==> src/rtl/uncached_write_buffer_pkg.sv <==
// Shared types for the uncached store buffer: the buffered entry layout,
// the default depth and the drain FSM state encoding.
package uncached_write_buffer_pkg;

    localparam int unsigned UWB_DEPTH = 4;

    typedef struct packed {
        logic [1:0]  size;
        logic [3:0]  wstrb;
        logic [31:0] addr;
        logic [31:0] wdata;
    } uwb_entry_t;

    typedef enum logic [1:0] {
        StIdle = 2'd0,
        StReq  = 2'd1,
        StWait = 2'd2
    } uwb_state_e;

endpackage

==> src/rtl/uwb_fifo.sv <==
// Entry storage for the uncached write buffer: circular array, read/write
// pointers and occupancy count. Head entry is read combinationally.
module uwb_fifo
    import uncached_write_buffer_pkg::*;
#(
    parameter int unsigned DEPTH = UWB_DEPTH
) (
    input  logic                     clk,
    input  logic                     resetn,
    input  logic                     i_push,
    input  uwb_entry_t               i_wentry,
    input  logic                     i_pop,
    output uwb_entry_t               o_head,
    output logic [$clog2(DEPTH):0]   o_count
);

    localparam int unsigned PtrW = $clog2(DEPTH);

    uwb_entry_t          r_mem [DEPTH];
    logic [PtrW-1:0]     r_wptr;
    logic [PtrW-1:0]     r_rptr;
    logic [PtrW:0]       r_count;

    // Storage is intentionally not reset; validity is tracked by r_count.
    always_ff @(posedge clk) begin
        if (i_push) begin
            r_mem[r_wptr] <= i_wentry;
        end
    end

    always_ff @(posedge clk or negedge resetn) begin
        if (!resetn) begin
            r_wptr  <= '0;
            r_rptr  <= '0;
            r_count <= '0;
        end else begin
            if (i_push) begin
                r_wptr <= r_wptr + 1'b1;
            end
            if (i_pop) begin
                r_rptr <= r_rptr + 1'b1;
            end
            if (i_push && !i_pop) begin
                r_count <= r_count + 1'b1;
            end else if (i_pop && !i_push) begin
                r_count <= r_count - 1'b1;
            end
        end
    end

    assign o_head  = r_mem[r_rptr];
    assign o_count = r_count;

endmodule

==> src/rtl/uncached_write_buffer.sv <==
// Posted buffer for uncached stores: stores complete to the memory stage one
// cycle after acceptance and are drained to the uncached bus in order.
module uncached_write_buffer
    import uncached_write_buffer_pkg::*;
#(
    parameter int unsigned DEPTH = UWB_DEPTH
) (
    input  logic        clk,
    input  logic        resetn,
    input  logic        cpu_req,
    input  logic        cpu_wr,
    input  logic [1:0]  cpu_size,
    input  logic [3:0]  cpu_wstrb,
    input  logic [31:0] cpu_addr,
    input  logic [31:0] cpu_wdata,
    output logic        cpu_addr_ok,
    output logic        cpu_data_ok,
    output logic        bus_req,
    output logic        bus_wr,
    output logic [1:0]  bus_size,
    output logic [3:0]  bus_wstrb,
    output logic [31:0] bus_addr,
    output logic [31:0] bus_wdata,
    input  logic        bus_addr_ok,
    input  logic        bus_data_ok,
    output logic        empty,
    output logic        full
);

    localparam int unsigned   PtrW    = $clog2(DEPTH);
    localparam logic [PtrW:0] FullCnt = DEPTH[PtrW:0];

    uwb_state_e     r_state;
    logic           r_bus_req;
    logic           r_data_ok;
    logic           w_push;
    logic           w_pop;
    logic           w_full;
    logic [PtrW:0]  w_count;
    logic [PtrW:0]  w_count_next;
    uwb_entry_t     w_wentry;
    uwb_entry_t     w_head;

    // Full looks only at the registered count, so a same-cycle pop never frees a slot.
    assign w_full      = (w_count == FullCnt);
    assign cpu_addr_ok = cpu_req && cpu_wr && !w_full;
    assign w_push      = cpu_req && cpu_addr_ok;
    assign w_pop       = (r_state == StWait) && bus_data_ok;
    assign w_count_next = w_count + {{PtrW{1'b0}}, w_push} - {{PtrW{1'b0}}, w_pop};

    assign w_wentry = '{size: cpu_size, wstrb: cpu_wstrb, addr: cpu_addr, wdata: cpu_wdata};

    uwb_fifo #(
        .DEPTH (DEPTH)
    ) u_fifo (
        .clk      (clk),
        .resetn   (resetn),
        .i_push   (w_push),
        .i_wentry (w_wentry),
        .i_pop    (w_pop),
        .o_head   (w_head),
        .o_count  (w_count)
    );

    // Looking at the post-update count lets a store accepted in IDLE reach the bus next cycle.
    always_ff @(posedge clk or negedge resetn) begin
        if (!resetn) begin
            r_state   <= StIdle;
            r_bus_req <= 1'b0;
            r_data_ok <= 1'b0;
        end else begin
            r_data_ok <= w_push;
            unique case (r_state)
                StIdle: begin
                    if (w_count_next != '0) begin
                        r_state   <= StReq;
                        r_bus_req <= 1'b1;
                    end
                end
                StReq: begin
                    if (bus_addr_ok) begin
                        r_state   <= StWait;
                        r_bus_req <= 1'b0;
                    end
                end
                StWait: begin
                    if (bus_data_ok) begin
                        if (w_count_next != '0) begin
                            r_state   <= StReq;
                            r_bus_req <= 1'b1;
                        end else begin
                            r_state   <= StIdle;
                            r_bus_req <= 1'b0;
                        end
                    end
                end
                default: begin
                    r_state   <= StIdle;
                    r_bus_req <= 1'b0;
                end
            endcase
        end
    end

    assign cpu_data_ok = r_data_ok;
    assign bus_req     = r_bus_req;
    assign bus_wr      = 1'b1;
    assign bus_size    = w_head.size;
    assign bus_wstrb   = w_head.wstrb;
    assign bus_addr    = w_head.addr;
    assign bus_wdata   = w_head.wdata;
    assign empty       = (w_count == '0) && (r_state == StIdle);
    assign full        = w_full;

endmodule

==> config.mk <==
export PLATFORM = sky130hd
export DESIGN_NAME = uncached_write_buffer
export DESIGN_NICKNAME = d
export VERILOG_FILES = /design/src/rtl/uncached_write_buffer_pkg.sv /design/src/rtl/uwb_fifo.sv /design/src/rtl/uncached_write_buffer.sv
export SDC_FILE = /design/constraint.sdc
export NUM_CORES = 1
export LEC_CHECK = 0
export CAP_MARGIN = 0
export CORE_AREA = 2 2 213 152
export CTS_CLUSTER_DIAMETER = 30
export DETAILED_ROUTE_END_ITERATION = 10
export DIE_AREA = 0 0 215 154
export HOLD_SLACK_MARGIN = 0.06
export PLACE_DENSITY = 0.65
export RECOVER_POWER = 50
export SYNTH_ARGS = -nofsm -noshare
export SYNTH_HDL_FRONTEND = slang
export SYNTH_SLANG_ARGS = --single-unit
==> constraint.sdc <==
create_clock -name clk -period 3.7 [get_ports clk]
set_input_delay 0.555 -clock clk [delete_from_list [all_inputs] [get_ports clk]]
set_output_delay 0.555 -clock clk [all_outputs]
set_load 0.1 [all_outputs]
-- Word-level counts from Yosys, hierarchy flattened
Memory sizes are Yosys's and may differ from the RTL's.
Index checks and enable logic that the tools add are counted.
- memories kept: 1
- register bits after elaboration: 11
- bits in writable memories: 280
- mux-type cells: 14
- add/subtract/negate cells: 6
- reductions and logical operators: 15
- eq/ne operators: 6
- memory list (memory ; depth ; bits a word ; rd ports ; clocked after Yosys merged registers in ; write ports ; line ; text):
    u_fifo.r_mem ; 4 ; 70 ; 1 ; 0 ; 1 ; uwb_fifo.sv:19 ; uwb_entry_t r_mem [DEPTH];
- operators with widths (kind ; number):
    1-bit logical AND ; 7
    1-bit 2-to-1 mux ; 7
    2-bit 2-to-1 mux ; 3
    3-bit 2-to-1 mux ; 2
    2-bit inequality test (second input constant) ; 3
    2-bit one-hot mux with 3 select lines ; 1
    2-bit by 1-bit adder with 2-bit output (second input constant) ; 2
    3-bit by 1-bit adder with 3-bit output ; 1
    3-bit by 1-bit adder with 3-bit output (second input constant) ; 1
    3-bit == test (second input constant) ; 1
    1-bit logical NOT ; 3
    3-bit logical NOT ; 1
    1-bit one-hot mux with 3 select lines ; 1
    3-bit AND reduction ; 1
    3-bit nonzero test ; 1
    3-bit by 1-bit subtractor with 3-bit output ; 1
    3-bit by 1-bit subtractor with 3-bit output (second input constant) ; 1
    2-bit by 1-bit == test with 1-bit output (second input constant) ; 1
    2-bit == test (second input constant) ; 1
    2-bit logical NOT ; 1
    2-bit nonzero test ; 1

-- Longest topological paths before layout
Gate-level depths: netlist (run 1).
- word-level depth: 10
- gate-level depth with buffers: 10
- gate-level depth less buffers: 9

-- Cells and area by module
From an unflattened synthesis (run 1), not the netlist that was laid out.
- cell total of the unflattened synthesis: 433
- area total of the unflattened synthesis: 10870.4 um2
- by module, submodules not included (module ; area an instance (um2) ; seq. area each (um2) ; cells each ; times used):
    uwb_fifo ; 10560.1 ; 8583.2 ; 398 ; 1
    uncached_write_buffer ; 310.3 ; 100.1 ; 35 ; 1

-- Worst setup path after synthesis (run 1)
No wires, ideal clock.
- path kind: flip-flop to output port
- from: register u_fifo.r_count[1], in the netlist u_fifo.o_count[1]
- to: output port empty
- buffers on the path: 0
- cell stages (with the launch flop): 3
- setup slack: -0.604 ns
- required time: 3.145 ns
- arrival: 3.749 ns
- cell sequence: dfrtp_1 nor2_1 nor4b_1
- cells in the longest elaborated chain, start to end: 2
- ends and longest elaborated chain (item ; line ; text):
    start, declared ; uwb_fifo.sv:22 ; logic [PtrW:0] r_count;
    start signal, assigned ; uwb_fifo.sv:44 ; r_count <= r_count + 1'b1;
    start signal, assigned ; uwb_fifo.sv:46 ; r_count <= r_count - 1'b1;
    3-bit logical NOT ; uncached_write_buffer.sv:112 ; assign empty = (w_count == '0) && (r_state == StIdle);
    1-bit logical AND ; uncached_write_buffer.sv:112 ;
    end, declared ; uncached_write_buffer.sv:26 ; output logic empty,
Every way passes these cells.

-- Final worst setup path (run 1)
- from: register u_fifo.r_rptr[0]
- to: output port bus_addr[27]
- cells in the longest elaborated chain, start to end: 1
- ends and longest elaborated chain (item ; line ; text):
    start, declared ; uwb_fifo.sv:21 ; logic [PtrW-1:0] r_rptr;
    start signal, assigned ; uwb_fifo.sv:41 ; r_rptr <= r_rptr + 1'b1;
    memory read 4 x 70 bit ; n/a ;
    end, declared ; uncached_write_buffer.sv:22 ; output logic [31:0] bus_addr,
Every way passes these cells.

==> impl_table.tex, run 1 <==
\begin{tabular}{lr}
\hline
Metric & Value \\
\hline
\multicolumn{2}{l}{\textbf{Timing}} \\
\quad Post-layout minimum cycle time & 3110 ps \\
\quad Final setup violation count & 0 \\
\quad Achievable clock frequency & 321 MHz \\
\quad Worst max-slew margin expressed relative to the limit & -0.0748 \\
\quad Number of slew-limit violations in the final report & 58 \\
\quad Final Hold Violating Endpoints & 0 \\
\quad Final Skew & around 13 ps \\
\quad RSZ-0062 raised after global routing & no \\
\quad Final clock period utilization by the worst path & 0.842 \\
\quad Setup TNS Final & 0 ps \\
\quad Transition at the pin with the smallest max-transition slack & about 1600 ps \\
\multicolumn{2}{l}{\textbf{Synthesis}} \\
\quad Post-Syn Area & approximately 11000 um2 \\
\quad Synth Flop Type & edfxtp\_1 \\
\quad Top-area cell type share of the netlist area & 0.780 \\
\quad Seq/Total Area, Yosys & 0.805 \\
\quad Post-synth net total & about 520 \\
\quad Post-Syn Instances & roughly 430 \\
\quad Avg Synthesized Cell Area & between 20 and 25 um2 \\
\quad Unique masters post-synth & 30 \\
\quad Biggest area consumer among synthesized cells & edfxtp\_1 \\
\quad Number of enable flip-flop cells after synthesis & 280 \\
\quad Register bit count reported by yosys & 291 \\
\quad Top cells by area in the synthesized netlist & edfxtp\_1, mux4\_2, dfrtp\_1 \\
\quad Total number of yosys warnings & 0 \\
\quad Proportion of register bits with asynchronous set or reset after synthesis & 0.0378 \\
\multicolumn{2}{l}{\textbf{Setup path}} \\
\quad Worst-path fanout max & 25 \\
\quad Worst Path Class, Setup & register to primary output \\
\quad Buffers plus inverters on the worst setup path & 2 \\
\quad Cell with the biggest individual delay on the critical path & dfrtp\_4 \\
\quad Worst path arrival time & 2560 ps \\
\quad Chain of cells forming the critical path & buf\_4, mux4\_2, buf\_4 \\
\quad Most common cell type on the critical path & buf\_4 \\
\quad Dominant delay contributor by cell family on the critical path & flip-flops \\
\quad Slowest cell delay on critical path & roughly 820 ps \\
\quad Critical Path Sink Type & primary output \\
\quad Critical path launch point type & register \\
\quad Register-to-Register Setup Slack & around 610 ps \\
\quad Required time of the critical path & around 3100 ps \\
\multicolumn{2}{l}{\textbf{Route}} \\
\quad Initial DRT Pass Iterations & 4 \\
\quad Number of violations reported at the end of detailed-routing iteration 0 & 340 \\
\quad Post-detailed-route DRC marker count & 0 \\
\quad Antenna violation net count after detailed routing & 0 \\
\quad Routed length per placed instance & around 20 um \\
\quad Via density & around 4.7 \\
\quad Total wire length after detailed routing & 21700 um \\
\quad Routed via count & 5101 \\
\multicolumn{2}{l}{\textbf{Hold path}} \\
\quad Path type of the worst min-delay path & input pin to async pin \\
\multicolumn{2}{l}{\textbf{Floorplanning}} \\
\quad Num rows & 54 \\
\quad Overall die area & 33100 um2 \\
\quad Effective utilization at floorplan & 0.349 \\
\quad Die span in x & approximately 220 um \\
\quad Core Footprint & about 31000 um2 \\
\quad I/O pin count & roughly 150 \\
\quad Height of the chip & approximately 150 um \\
\multicolumn{2}{l}{\textbf{Final layout}} \\
\quad Post-layout nets & about 700 \\
\quad Area growth from synthesis to layout & 34.0\% \\
\quad \# fillers & between 2k and 3k \\
\quad Fraction of final layout cells sized beyond drive strength 1 & 0.372 \\
\multicolumn{2}{l}{\textbf{Place}} \\
\quad Port bufs & 150 \\
\quad Detailed Place HPWL & approximately 13000 um \\
\quad RD Place Congestion & between 0.7 and 0.8 \\
\multicolumn{2}{l}{\textbf{Clock network}} \\
\quad TritonCTS clock tree & done \\
\quad Latest clock arrival within the worst-skew pair & 550 ps \\
\quad Hold buffer count at cts & 0 \\
\quad Buffer type at the clock tree root & clkbuf\_16 \\
\quad Buffer count from post-CTS setup fixing & 0 \\
\quad Inserted Clock Buffers & 52 \\
\quad Sink Count & around 290 \\
\quad Register clock-pin slew on the reported worst setup and hold paths & about 50 ps \\
\quad Maximum buffer depth of the clock tree & 3 \\
\quad Cts repair resizes & 0 \\
\quad Total number of H-tree levels & 2 \\
\multicolumn{2}{l}{\textbf{GRT}} \\
\quad Maximum number of pins on one net before global-route repair & between 40 and 50 \\
\quad Number of antenna violations at the first check in global routing & 3 \\
\quad GRT Total Usage & 0.133 \\
\quad Final global-route overflow total & 0 \\
\quad Via count of the first global-routing pass & 5589 \\
\quad Wire length of the first global-routing pass & around 33000 um \\
\multicolumn{2}{l}{\textbf{Run status}} \\
\quad Violated checks & max-capacitance violations, max-slew violations \\
\quad Run status & finished with violations \\
\multicolumn{2}{l}{\textbf{Job}} \\
\quad Max\_cap viols & 2 \\
\hline
\end{tabular}
## per-stage QoR
stage | worst slack [ps] | hold slack (ps) | area, um2 | utilization | std cells
floorplan | 693 | 259 | 10800 | - | 432
global placement | 578 | 543 | 12700 | 0.411 | 994
detailed placement | 427 | 578 | 12700 | 0.411 | 994
CTS | 469 | 351 | 14500 | 0.467 | 1089
global route | 318 | 450 | 14400 | 0.467 | 1089
finish | 585 | 429 | 14500 | 0.467 | 1091
## layout make-up
cell class | count | area, um2 | share of cell area
Antenna cell | 2 | 5.00 | 0.000346
Clock buffer | 57 | 1340 | 0.0928
Sequential cell | 291 | 8690 | 0.601
Inverter | 9 | 33.8 | 0.00234
Clock inverter | 38 | 404 | 0.0280
Tap cell | 420 | 526 | 0.0364
Multi-Input combinational cell | 113 | 1970 | 0.136
Timing Repair Buffer | 161 | 1490 | 0.103
## cell usage after synthesis, drive strengths merged, types with 2 or more instances
cell type and number:
a21oi 2, and2 5, buf 12, clkbuf 7, dfrtp 11, edfxtp 280, fa 2, ha 7
inv 9, mux2 2, mux4 70, nand2 4, nor2 2, o21ai 3, xnor2 5
## kinds of logic (layout without fill, tap and decap cells)
logic type	after synthesis	after routing	share of synthesized area
AND/OR/NAND/NOR	16	16	0.00847
adder cells (fa/ha/maj)	9	9	0.0118
AO/OA/AOI/OAI	8	8	0.00545
flip-flops	291	291	0.805
multiplexers	72	72	0.148
XOR/XNOR	7	7	0.00696
other	1	3	0.000348
buffers and inverters	28	265	0.0136
## flip-flops by register name, indices dropped and copies added, names as in the netlist
register / flops
u_fifo.r_rptr: 2
cpu_data_ok: 1
bus_req: 1
u_fifo.o_count: 3
u_fifo.r_wptr: 2
u_fifo.r_mem: 280
r_state: 2
## cell usage in the layout (no fill, tap or decap), types with 4 or more instances in the layout
cell,count
clkbuf_16,53
clkinv_2,6
dlygate4sd3_1,72
mux4_2,70
buf_4,76
clkinv_4,5
dfrtp_1,9
inv_6,11
inv_1,9
clkbuf_1,5
clkinv_1,5
edfxtp_1,280
buf_12,7
ha_1,7
nand2_1,4
xnor2_1,5
bufinv_16,5
clkdlybuf4s50_1,5
## final timing paths
kind / start / cells after the start / to
min reg2reg: u_fifo.r_wptr[1]$_DFFE_PN0P_ / 1 / u_fifo.r_wptr[1]$_DFFE_PN0P_
max: u_fifo.r_rptr[0]$_DFFE_PN0P_ / 3 / bus_addr[27]
min: resetn / 1 / u_fifo.o_count[2]$_DFFE_PN0N_
max reg2reg: u_fifo.o_count[0]$_DFFE_PN0N_ / 5 / u_fifo.r_mem[2][60]$_DFFE_PP_
min in group clk: u_fifo.r_wptr[1]$_DFFE_PN0P_ / 1 / u_fifo.r_wptr[1]$_DFFE_PN0P_
max in group asynchronous: resetn / 1 / u_fifo.r_rptr[1]$_DFFE_PN0P_
## worst reg2reg max path, delay by kind of cell (launching register included)
kind,cells,cell delay (ps)
flops,1,450
buf+inv,2,730
simple gates,2,1410
compound gates,1,140
## metal layers
| metal | GRT usage | routed length, um | vias to the layer above |
|---|---|---|---|
| met1 | 0.172 | 9200 | 2604 |
| met5 | 0 | 13 | - |
| met3 | 0.0431 | 1670 | 47 |
| met2 | 0.211 | 10300 | 205 |
| met4 | 0.0460 | 497 | 2 |
| li1 | - | - | 2243 |
Power of run 1 is left out: the tool's default activity adds up to more than one toggle a clock period on the data nets, which glitch-free logic cannot reach.
==> run 2: changes to the inputs <==
PLACE_DENSITY = 0.67   (was 0.65)
clock period = 2.71 ns   (was 3.7 ns; I/O delays follow)
==> run 2 against run 1 <==
Compared with the run above:
- the flow now finishes without violations
- clock skew increased by 1.5 ps
- register-to-register slack got worse by 450 ps
- non-clock buffer count rose by 4
- global-route usage shrank 0.16 points
- sequential share of layout area decreased by 2.8 points
- critical path type unchanged
- largest cell class unchanged
- highest routed layer unchanged
==> impl_table.tex, run 2 (synthesis results as in run 1) <==
\begin{tabular}{lr}
\hline
Metric & Value \\
\hline
\multicolumn{2}{l}{\textbf{Place}} \\
\quad Placed cell area & around 14000 um2 \\
\quad Detailed Place HPWL & between 10000 and 15000 um \\
\quad RD Place Congestion & between 0.7 and 0.8 \\
\quad Port bufs & 150 \\
\multicolumn{2}{l}{\textbf{Setup path}} \\
\quad Worst-path fanout max & 46 \\
\quad Reg2Reg Depth & 9 \\
\quad Worst Path Class, Setup & register to primary output \\
\quad Register-to-Register Setup Slack & between 150 and 200 ps \\
\quad Critical register-to-register path endpoint & bus\_req\$\_DFFE\_PN0P\_ \\
\quad Worst path arrival time & approximately 2200 ps \\
\quad Required time of the critical path & 2300 ps \\
\quad Critical Path Sink Type & primary output \\
\quad Critical path launch point type & register \\
\quad Reg2reg start & u\_fifo.o\_count[1]\$\_DFFE\_PN0N\_ \\
\multicolumn{2}{l}{\textbf{Clock network}} \\
\quad Latest clock arrival within the worst-skew pair & about 540 ps \\
\quad Total number of H-tree levels & 2 \\
\quad TritonCTS clock tree & done \\
\quad Inserted Clock Buffers & 47 \\
\quad Sink Count & 291 \\
\quad Register clock-pin slew on the reported worst setup and hold paths & $\sim$50 ps \\
\quad Buffer count from post-CTS setup fixing & 0 \\
\quad Maximum buffer depth of the clock tree & 3 \\
\quad Buffer type at the clock tree root & clkbuf\_16 \\
\multicolumn{2}{l}{\textbf{Hold path}} \\
\quad Path type of the worst min-delay path & input pin to async pin \\
\multicolumn{2}{l}{\textbf{Final layout}} \\
\quad Final standard cell utilization of the core & 0.490 \\
\quad Area growth from synthesis to layout & 40.7\% \\
\quad Top register by number of flip-flops & u\_fifo.r\_mem \\
\quad Fraction of final layout cells sized beyond drive strength 1 & 0.381 \\
\quad Number of flip-flops in the largest register & 280 \\
\quad Leading cell type in the layout, fill and taps excluded & edfxtp\_1 \\
\quad Most frequent cells in the layout & edfxtp\_1, dlygate4sd3\_1, buf\_12, mux4\_2, clkbuf\_16 \\
\quad Cell area after layout & around 15000 um2 \\
\quad Post-layout nets & a little over 700 \\
\multicolumn{2}{l}{\textbf{Timing}} \\
\quad Post-layout minimum cycle time & 2610 ps \\
\quad Transition at the pin with the smallest max-transition slack & 1190 ps \\
\quad Final Hold Violating Endpoints & 0 \\
\quad Achievable clock frequency & 384 MHz \\
\quad Final clock period utilization by the worst path & 0.962 \\
\quad Final setup violation count & 0 \\
\quad Worst max-slew margin expressed relative to the limit & 0.208 \\
\quad Number of slew-limit violations in the final report & 0 \\
\quad Final Skew & about 15 ps \\
\quad RSZ-0062 raised after global routing & no \\
\multicolumn{2}{l}{\textbf{Route}} \\
\quad Via density & $\sim$4.7 \\
\quad Number of violations reported at the end of detailed-routing iteration 0 & 277 \\
\quad Post-detailed-route DRC marker count & 0 \\
\quad Antenna violation net count after detailed routing & 0 \\
\quad Routed length per placed instance & 19.7 um \\
\quad Routed via count & a little over 5k \\
\quad Initial DRT Pass Iterations & 4 \\
\quad Total wire length after detailed routing & around 21000 um \\
\multicolumn{2}{l}{\textbf{Floorplanning}} \\
\quad Effective utilization at floorplan & 0.349 \\
\quad I/O pin count & $\sim$150 \\
\quad Die span in x & 215 um \\
\quad Core Footprint & slightly above 30000 um2 \\
\quad Num rows & 54 \\
\quad Height of the chip & between 150 and 200 um \\
\quad Overall die area & approximately 33000 um2 \\
\multicolumn{2}{l}{\textbf{Run status}} \\
\quad Run status & finished, final reports clean \\
\multicolumn{2}{l}{\textbf{GRT}} \\
\quad Maximum number of pins on one net before global-route repair & 47 \\
\quad Number of antenna violations at the first check in global routing & 4 \\
\quad Final global-route overflow total & 0 \\
\quad Via count of the first global-routing pass & between 5k and 6k \\
\quad Wire length of the first global-routing pass & $\sim$33000 um \\
\quad GRT Total Usage & 0.131 \\
\multicolumn{2}{l}{\textbf{Job}} \\
\quad Max\_cap viols & 0 \\
\hline
\end{tabular}
[run 2: cell count changes in the layout (fill, tap and decap cells not counted), moves of 2 or more]
cell,change
and2_1,-2
buf_12,+64
buf_4,-60
clkbuf_16,-4
clkinv_1,-3
clkinv_4,-2
clkinvlp_4,+2
inv_8,+4
[run 2: area by class of cell]
type                            instances  area [um2]
Multi-Input combinational cell        113        1970
Inverter                                9        33.8
Clock buffer                           51        1240
Timing Repair Buffer                  165        2300
Sequential cell                       291        8690
Clock inverter                         37         397
Antenna cell                            3        7.51
Fill cell                            2514       15800
Tap cell                              420         526
[run 2: worst max-delay path, cell delays in order (launching register included)]
cell     delay, ps
dfrtp_4        440
buf_12         340
mux4_2         620
buf_12         200
[run 2: how the worst max path moves through the flow]
stage / from / end
global route: u_fifo.r_rptr[0]$_DFFE_PN0P_ / bus_addr[5]
finish: u_fifo.r_rptr[0]$_DFFE_PN0P_ / bus_wdata[19]
CTS: u_fifo.r_rptr[0]$_DFFE_PN0P_ / bus_wdata[12]
global placement: bus_data_ok / bus_req$_DFFE_PN0P_
floorplan: u_fifo.o_count[1]$_DFFE_PN0N_ / empty
detailed placement: bus_data_ok / bus_req$_DFFE_PN0P_
[run 2: repair_timing]
action	4_1_cts	5_1_grt
hold buffers	0	0
setup endpoints to repair	0	1
gates resized for setup	0	1
[run 2: routing by layer]
| metal | part of all wire | track usage |
|---|---|---|
| met5 | 0.00061 | 0 |
| met3 | 0.064 | 0.0398 |
| met2 | 0.49 | 0.214 |
| met4 | 0.017 | 0.0450 |
| met1 | 0.42 | 0.167 |
[run 2: metrics by stage]
stage | setup slack (ps) | hold slack (ps) | std cells | TNS [ps]
finish | 104 | 298 | 1089 | 0
global route | 3.96 | 327 | 1088 | 0
CTS | 41.8 | 220 | 1086 | 0
detailed placement | -240 | 580 | 998 | -361
global placement | -151 | 539 | 998 | -174
floorplan | -26.9 | 111 | 432 | -26.9
Power of run 2 is left out for the same reason.
